===== src/rtl/ad7606_multi_reader.sv =====
// ad7606_multi_reader
// Paces conversions for N_ADC AD7606 devices that share one 16-bit data bus
// and one RD strobe. After BUSY falls it reads every device in turn, one
// chip select at a time, and streams a framed record into a FIFO write port:
// one header word {HDR_TAG, frame_cnt[7:0]} followed by N_ADC*CHANNELS samples
// in order dev0 ch0..ch(CHANNELS-1), dev1 ..., and so on.
//
// Ports
//   clk_i, reset_i           clock, asynchronous active-high reset
//   en_i                     run enable, sampled at the conversion-period tick
//   conv_clk_o               CONVST to all devices (idle high, low pulse starts)
//   busy_i                   wired-OR BUSY, asynchronous to clk_i
//   rd_o, cs_o[N_ADC-1:0]    shared RD and per-device CS, active low
//   db_i[15:0]               shared data bus
//   fifo_data_o, fifo_wr_en_o, fifo_full_i   FIFO write port
//   frame_cnt_o              completed frames (wraps)
//   drop_cnt_o               dropped words + skipped frames (saturates)
//   err_cnt_o                BUSY timeouts + period overruns (saturates)
module ad7606_multi_reader #(
    parameter int         N_ADC        = 2,
    parameter int         CHANNELS     = 8,
    parameter int         CONV_PERIOD  = 1000,
    parameter int         CONV_LOW     = 4,
    parameter int         RD_LOW       = 3,
    parameter int         RD_HIGH      = 2,
    parameter int         BUSY_TIMEOUT = 800,
    parameter logic [7:0] HDR_TAG      = 8'hA5
) (
    input  logic             clk_i,
    input  logic             reset_i,
    input  logic             en_i,
    output logic             conv_clk_o,
    input  logic             busy_i,
    output logic             rd_o,
    output logic [N_ADC-1:0] cs_o,
    input  logic [15:0]      db_i,
    output logic [15:0]      fifo_data_o,
    output logic             fifo_wr_en_o,
    input  logic             fifo_full_i,
    output logic [15:0]      frame_cnt_o,
    output logic [15:0]      drop_cnt_o,
    output logic [7:0]       err_cnt_o
);
    localparam int DW   = (N_ADC > 1) ? $clog2(N_ADC) : 1;
    localparam int CW   = (CHANNELS > 1) ? $clog2(CHANNELS) : 1;
    localparam int PW   = $clog2(CONV_PERIOD);
    localparam int TOW  = $clog2(BUSY_TIMEOUT + 1);
    localparam int TMAX = (CONV_LOW > RD_LOW) ? ((CONV_LOW > RD_HIGH) ? CONV_LOW : RD_HIGH)
                                              : ((RD_LOW > RD_HIGH) ? RD_LOW : RD_HIGH);
    localparam int TW   = $clog2(TMAX + 1);

    localparam logic [3:0] S_IDLE  = 4'd0;
    localparam logic [3:0] S_CONV  = 4'd1;
    localparam logic [3:0] S_WRISE = 4'd2;
    localparam logic [3:0] S_WFALL = 4'd3;
    localparam logic [3:0] S_HDR   = 4'd4;
    localparam logic [3:0] S_SETUP = 4'd5;  // CS low, RD high: setup before first RD fall
    localparam logic [3:0] S_RDL   = 4'd6;
    localparam logic [3:0] S_RDH   = 4'd7;
    localparam logic [3:0] S_HOLD  = 4'd8;  // RD high, CS still low: hold after last RD rise

    logic [3:0]    state, state_n;
    logic [TW-1:0] tmr, tmr_n;
    logic [TOW-1:0] to_cnt;
    logic [PW-1:0] per_cnt;
    logic [DW-1:0] dev, dev_n;
    logic [CW-1:0] ch, ch_n;
    logic [1:0]    busy_pipe;
    logic          busy_s, tick, to_hit, overrun;
    logic          cap, hdr_ld, timeout, hdr_skip, fr_done, wr_req, rd_win;
    logic [1:0]    err_inc;

    assign busy_s  = busy_pipe[1];
    assign tick    = en_i && (per_cnt == '0);
    assign to_hit  = (to_cnt == TOW'(BUSY_TIMEOUT - 1));
    assign overrun = tick && (state != S_IDLE);
    assign err_inc = {1'b0, timeout} + {1'b0, overrun};
    assign rd_win  = (state_n == S_SETUP) || (state_n == S_RDL) ||
                     (state_n == S_RDH) || (state_n == S_HOLD);

    // FIFO strobe is qualified by the full flag in the write cycle itself, so a
    // word is either written or counted as dropped, never both.
    assign fifo_wr_en_o = ((state == S_HDR) || wr_req) && !fifo_full_i;

    always_comb begin
        state_n  = state;
        tmr_n    = tmr + TW'(1);
        dev_n    = dev;
        ch_n     = ch;
        cap      = 1'b0;
        hdr_ld   = 1'b0;
        timeout  = 1'b0;
        hdr_skip = 1'b0;
        fr_done  = 1'b0;
        case (state)
            S_IDLE: begin
                tmr_n = '0;
                if (tick) state_n = S_CONV;
            end
            S_CONV:
                if (tmr == TW'(CONV_LOW - 1)) state_n = S_WRISE;
            S_WRISE:
                if (to_hit) begin
                    timeout = 1'b1;
                    state_n = S_IDLE;
                end else if (busy_s) state_n = S_WFALL;
            S_WFALL:
                if (to_hit) begin
                    timeout = 1'b1;
                    state_n = S_IDLE;
                end else if (!busy_s) begin
                    hdr_ld  = 1'b1;
                    state_n = S_HDR;
                end
            S_HDR:
                if (fifo_full_i) begin
                    hdr_skip = 1'b1;
                    state_n  = S_IDLE;
                end else begin
                    dev_n   = '0;
                    ch_n    = '0;
                    state_n = S_SETUP;
                end
            S_SETUP: begin
                tmr_n   = '0;
                state_n = S_RDL;
            end
            S_RDL:
                if (tmr == TW'(RD_LOW - 1)) begin
                    cap     = 1'b1;
                    tmr_n   = '0;
                    state_n = (ch == CW'(CHANNELS - 1)) ? S_HOLD : S_RDH;
                end
            S_RDH:
                if (tmr == TW'(RD_HIGH - 1)) begin
                    tmr_n   = '0;
                    ch_n    = ch + CW'(1);
                    state_n = S_RDL;
                end
            S_HOLD:
                if (dev == DW'(N_ADC - 1)) begin
                    fr_done = 1'b1;
                    state_n = S_IDLE;
                end else begin
                    dev_n   = dev + DW'(1);
                    ch_n    = '0;
                    state_n = S_SETUP;
                end
            default: state_n = S_IDLE;
        endcase
    end

    always_ff @(posedge clk_i or posedge reset_i) begin
        if (reset_i) begin
            state       <= S_IDLE;
            tmr         <= '0;
            to_cnt      <= '0;
            per_cnt     <= '0;
            dev         <= '0;
            ch          <= '0;
            busy_pipe   <= '0;
            wr_req      <= 1'b0;
            conv_clk_o  <= 1'b1;
            rd_o        <= 1'b1;
            cs_o        <= '1;
            fifo_data_o <= '0;
            frame_cnt_o <= '0;
            drop_cnt_o  <= '0;
            err_cnt_o   <= '0;
        end else begin
            busy_pipe <= {busy_pipe[0], busy_i};
            state     <= state_n;
            tmr       <= tmr_n;
            dev       <= dev_n;
            ch        <= ch_n;
            wr_req    <= cap;

            if (!en_i || per_cnt == PW'(CONV_PERIOD - 1)) per_cnt <= '0;
            else                                          per_cnt <= per_cnt + PW'(1);

            // Timeout window opens at CONV entry and spans the BUSY waits.
            if (state == S_IDLE) to_cnt <= '0;
            else if (state == S_CONV || state == S_WRISE || state == S_WFALL)
                to_cnt <= to_cnt + TOW'(1);

            // Pin outputs are registered from the next state so they change
            // cleanly on the clock edge together with the FSM.
            conv_clk_o <= (state_n != S_CONV);
            rd_o       <= (state_n != S_RDL);
            cs_o       <= rd_win ? ~(N_ADC'(1) << dev_n) : '1;

            if (hdr_ld)   fifo_data_o <= {HDR_TAG, frame_cnt_o[7:0]};
            else if (cap) fifo_data_o <= db_i;

            if (fr_done) frame_cnt_o <= frame_cnt_o + 16'd1;

            if ((hdr_skip || (wr_req && fifo_full_i)) && drop_cnt_o != 16'hFFFF)
                drop_cnt_o <= drop_cnt_o + 16'd1;

            if (err_inc != 2'd0)
                err_cnt_o <= (err_cnt_o > (8'hFF - {6'd0, err_inc})) ? 8'hFF
                                                                     : err_cnt_o + {6'd0, err_inc};
        end
    end
endmodule


===== config.mk =====
export PLATFORM = sky130hd
export DESIGN_NAME = ad7606_multi_reader
export DESIGN_NICKNAME = d
export VERILOG_FILES = /design/src/rtl/ad7606_multi_reader.sv
export SDC_FILE = /design/constraint.sdc
export NUM_CORES = 1
export LEC_CHECK = 0
export ABC_AREA = 1
export ABC_CLOCK_PERIOD_IN_PS = 3700
export BUFFER_PORTS_ARGS = -buffer_cell sky130_fd_sc_hd__buf_2
export CELL_PAD_IN_SITES_DETAIL_PLACEMENT = 0
export CELL_PAD_IN_SITES_GLOBAL_PLACEMENT = 2
export CORE_MARGIN = 4
export CORE_UTILIZATION = 33
export DETAILED_ROUTE_END_ITERATION = 6
export PLACE_DENSITY_LB_ADDON = 0.1
export SLEW_MARGIN = 20
export SYNTH_ARGS = -nofsm -noshare
export SYNTH_HDL_FRONTEND = slang
export SYNTH_SLANG_ARGS = --single-unit

===== constraint.sdc =====
create_clock -name clk_i -period 3.7 [get_ports clk_i]
set_input_delay 0.185 -clock clk_i [delete_from_list [all_inputs] [get_ports clk_i]]
set_output_delay 0.185 -clock clk_i [all_outputs]
set_load 0.03 [all_outputs]

== Yosys cells after proc, flatten, opt, wreduce, memory -nomap -nowiden ==
Cells that the tools add are included.
Widths: inputs -> output; s select.

* Flip-flop bits (word level): 94
* Input bits: 21
* Output and inout port bits: 61
* Word-level logic and storage cells: 117

* Shift-type cells: 1
* Bitwise gates (word level): 1
* Multiplexer cells: 40
* Add/subtract/negate cells: 10
* Reductions and logical operators: 25
* Equality and inequality tests: 24
* Order comparisons: 1

{| class="wikitable"
|+ Operators with widths
! operator !! count
|-
| $mux 4 || 9
|-
| $pmux 4 s9 || 1
|-
| $add 16x1->16 const B || 2
|-
| $mux 16 || 2
|-
| $mux 10 || 3
|-
| $eq 4x3->1 const B || 7
|-
| $mux 3 || 7
|-
| $add 10x1->10 const B || 2
|-
| $eq 10x10->1 const B || 2
|-
| $pmux 3 s3 || 2
|-
| $ne 16x16->1 const B || 1
|-
| $mux 1 || 13
|-
| $logic_not 10->1 || 1
|-
| $add 8x2->8 || 1
|-
| $eq 4x2->1 const B || 2
|-
| $eq 4x4->1 const B || 2
|-
| $gt 8x8->1 || 1
|-
| $logic_or 1x1->1 || 8
|-
| $mux 8 || 1
|-
| $add 3x1->3 const B || 2
|-
| $eq 3x2->1 const B || 2
|-
| $ne 2x2->1 const B || 3
|-
| $reduce_bool 2->1 || 3
|-
| $logic_and 1x1->1 || 5
|-
| other kinds (18) || 20
|}

== Longest topological paths before layout ==
* Depth in word-level cells: 9
* Gate-level depth with buffers: 16
* Gate-level depth less buffers: 15

== Worst setup path before layout ==
No wires, ideal clock.

* Path type: flip-flop to flip-flop
* From: register to_cnt[0]
* To: register err_cnt_o[6]
* Slack: 967 ps
* Data required time: 3,574 ps
* Period minus slack after synthesis: 2,733 ps
* Path buffers: 1
* Stages on the path, launching flop included: 17
* Library setup time: 126 ps
* Arrival: 2,606 ps
* Cells stage by stage: dfrtp_1 ha_1 nand3_1 inv_1 nand3_1 buf_2 nor2_1 inv_1 ha_1 ha_1 inv_1 fa_1 nor2_1 nand3_1 nor2_1 xor2_1 nand2_1

* Word-level cells in the longest chain between the ends: 7
* Elaborated cells on any way between the ends: 9
* Classes of those cells: 3 x add/sub; 1 x order compare; 1 x eq/ne; 3 x mux; 1 x reduce/logical

{| class="wikitable"
|+ RTL lines
! what !! line !! source
|-
| from (decl) || 64 || <nowiki>logic [TOW-1:0] to_cnt;</nowiki>
|-
| from (signal assigned) || 184 || <nowiki>to_cnt <= to_cnt + TOW'(1);</nowiki>
|-
| $eq 10x10->1 (*) || 75 || <nowiki>assign to_hit = (to_cnt == TOW'(BUSY_TIMEOUT - 1));</nowiki>
|-
| $mux 1 (*) || 103, 108 ||
|-
| $mux 1 (*) || - ||
|-
| $add 1x1->2 (*) || 77 || <nowiki>assign err_inc = {1'b0, timeout} + {1'b0, overrun};</nowiki>
|-
| $sub 1x3->4 || 201 || <nowiki>err_cnt_o <= (err_cnt_o > (8'hFF - {6'd0, err_inc})) ? 8'hFF</nowiki>
|-
| $gt 8x8->1 || 201 ||
|-
| $mux 8 || 201 ||
|-
| to (signal assigned) || 201 ||
|-
| to (decl) || 42 || <nowiki>output logic [7:0] err_cnt_o</nowiki>
|}

Every way passes the cells marked *; elsewhere a longest branch is shown, timed or not.
A chain may end at the register's enable or synchronous reset.

== Final worst setup path ==
* From: register state[3]
* To: register err_cnt_o[6]

* Word-level cells in the longest chain between the ends: 7
* Elaborated cells on any way between the ends: 12
* Classes of those cells: 3 x add/sub; 1 x order compare; 2 x eq/ne; 2 x mux; 4 x reduce/logical

{| class="wikitable"
|+ RTL lines
! what !! line !! source
|-
| from (decl) || 62 || <nowiki>logic [3:0] state, state_n;</nowiki>
|-
| from (signal assigned) || 172 || <nowiki>state <= state_n;</nowiki>
|-
| $eq 4x2->1 || 95 || <nowiki>case (state)</nowiki>
|-
| $reduce_or 2->1 (no source line) || - ||
|-
| $mux 1 || - ||
|-
| $add 1x1->2 (*) || 77 ||
|-
| $sub 1x3->4 || 201 ||
|-
| $gt 8x8->1 || 201 ||
|-
| $mux 8 || 201 ||
|}

Marks and branches as above.

==> metrics.cfg <==
[worst_setup_path]
timing.critical_path.to=err_cnt_o[6]
timing.rr.end=err_cnt_o[6]
path_cells=nor2_2 -> inv_2 -> nor2_2 -> inv_2 -> nand3_1 -> ha_1 -> ha_1 -> inv_1 -> fa_1 -> nor2_1 -> nand3_1 -> nor2_1 -> xor2_1 -> nand2_1
cp-startpoint=state[3]
r2r_start=state[3]
path_max_fanout=11
slowest_stage=dfrtp_1
path_class=flop to flop
worst-r2r-setup-slack_ps=790
start_kind=flop
reg2reg_depth=14
cp-end-kind=flop
worstPathRequired_ps=3920
slowest_delay_ps=450
cp.arrival_ps=3130

[grt]
grt_pass1_wl_um=21800
grt.overflow.total=0
grt_usage=0.151
grt_pass1_vias=4317
grt_start_max_net_pins=39
antenna_found_initial=0

[place]
dpl_cell_area_um2=5820
globalplace.congestion=0.778
dp_hpwl_um=9840
port_buffers=81

[timing]
fmax_ghz=0.344
skew_ps=6.60
tns_ps=0
min_period_ps=2910
setup_viol=0
maxSlewViolCount=0
finalCritPeriodShare=0.786
tightest_slew_ps=511
timing.max_slew.rel_slack=0.659
rsz0062_at_grt=no
finalHoldViolations=0

[cts]
htreeDepth=3
clk_pin_slew_ps=60
post_cts_buffers=0
cts_made_buffers=9
holdBufCountCts=2
insertion_delay_ps=340
tritoncts=built
clockBufferDepth=2
cts.sinks=94
cts_resized=0
cts_root_buf=clkbuf_16

[finish]
n_antenna_cell=0
finalInstanceArea_um2=6120
drive_above_1_share=0.168
final_nets=807
syn2layout_area_growth_pct=17.7
fillers=1684

[synthesis]
yosysWarnings=0
postSynthAreaPerCell_um2=7.63
synth_area_um2=5200
yosys-top-cells-area=dfrtp_1 43%, nand2_1 17%, inv_1 5.7%
seq_area_frac_synth=0.453
yosysTopAreaCellShare=0.433
synth_edf_count=0
ys_ff_latch=94
synth_area_leader_cell=dfrtp_1
synth_most_common_cell=nand2_1
syn_nets=719
synth_cell_type_count=34
syn-instance-count=681
synth-async-reset-ratio=1.00
synth_common_cells=232 x nand2_1, 90 x dfrtp_1, 79 x inv_1
dominantRegCellSynth=dfrtp_1

[status]
status=complete, no violations

[routing]
via_per_inst=4.55
drt_iter0_drc=196
ant_nets=0
dr.pass1.iters=4
vias=4484
drc=0
wl_per_cell_um=13.2
wl_um=13000

[floorplanning]
initial_core_util=0.339
num_io_pins=82
die_h_um=134
die_area_um2=17800
dieWidth_um=134
core_um2=15300
rows=45

[power]
vdd_ir_drop_max_mv=0.229
power_mw=3.44
p_leak_nw=3.16
power_density_nw_per_um2=563

[hold_path]
hold_path_class=primary input to flop

[flow_run]
drv_cap=0

-- area by class of cell --
| cell class | count | area [µm²] | area share |
|---|---|---|---|
| well taps | 211 | 264 | 0.0431 |
| flip-flops and latches | 94 | 2360 | 0.385 |
| inverters | 85 | 324 | 0.0530 |
| repair buffers | 86 | 448 | 0.0732 |
| clock inverters | 1 | 5.00 | 0.000818 |
| clock buffers | 15 | 278 | 0.0454 |
| multi-input cells | 493 | 2440 | 0.399 |
-- cells in the final DEF (no fill, tap or decap), types with 2 or more instances in the layout --
cell type,synthesis,layout
nand3_2,3,3
nand2_2,2,2
o21ai_0,21,21
dfstp_2,4,4
nand3b_1,5,5
clkbuf_1,0,3
nand4_1,13,13
inv_2,5,5
dfrtp_1,90,90
clkbuf_8,0,3
nor3_1,11,11
nor3_4,2,2
xnor2_1,9,9
nand3_1,58,58
xor2_1,12,12
inv_4,1,2
buf_2,1,81
ha_1,16,16
nor2_1,78,78
inv_1,79,78
dlygate4sd3_1,0,2
nand2_1,232,232
buf_4,5,3
clkbuf_16,0,9
nor2_4,2,2
a21oi_1,11,11
nor2_2,7,7
nand2_4,2,2
-- registers in the layout (all words and copies together) (netlist names), 4 cells and up --
name and cells:
drop_cnt_o 16, per_cnt 10, err_cnt_o 8, frame_cnt_o 16
to_cnt 10, fifo_data_o 16, state 4
-- kinds of logic (layout without fill, tap and decap cells) --
kind of cell / after synthesis / after routing / synth area share
and+or+nand+nor: 418 / 418 / 0.353
DFF: 94 / 94 / 0.453
buffers and inverters: 94 / 187 / 0.0765
AOI/OAI and AO/OA: 37 / 37 / 0.0395
xor gates and xnor gates: 21 / 21 / 0.0354
adders and majority gates: 17 / 17 / 0.0424
-- how the worst min path moves through the flow --
stage                     startpoint               to  cells after the start  slack, ps
final                       db_i[15]  fifo_data_o[15]                      3         50
after global routing         db_i[0]   fifo_data_o[0]                      3         60
after CTS                   db_i[15]  fifo_data_o[15]                      3         40
after detailed placement     reset_i    drop_cnt_o[0]                      2        250
after global placement       reset_i    drop_cnt_o[0]                      2        250
after floorplan               busy_i     busy_pipe[0]                      0        220
-- where the power goes --
part | switching, mW | total (mW) | internal [mW]
Sequential | 0.177 | 1.42 | 1.24
Clock | 0.389 | 0.901 | 0.511
Combinational | 0.779 | 1.13 | 0.347
Total | 1.35 | 3.44 | 2.10
-- metal layers --
layer | global-route usage | vias to the layer above | wire (µm)
met5 | 0 | - | 0
met4 | 0.0526 | 0 | 193
met3 | 0.0238 | 14 | 464
met2 | 0.247 | 81 | 6050
met1 | 0.205 | 2082 | 6260
li1 | - | 2307 | -
-- metrics by stage --
stage,std cells,util,setup WS (ps),hold slack (ps)
detailed placement,967,0.380,802,252
CTS,985,0.400,771,41.3
global placement,967,0.380,819,251
floorplan,681,-,967,216
finish,985,0.400,793,54.1
global route,985,0.400,507,60.6
-- critical path, delay by kind of cell (launching register included) --
family                     cells  cell delay [ps]
buffers and inverters          3              300
and+or+nand+nor                7             1170
adders and majority gates      3              700
xor gates and xnor gates       1              150
DFF                            1              450
Power figures use the tool's default switching activity.
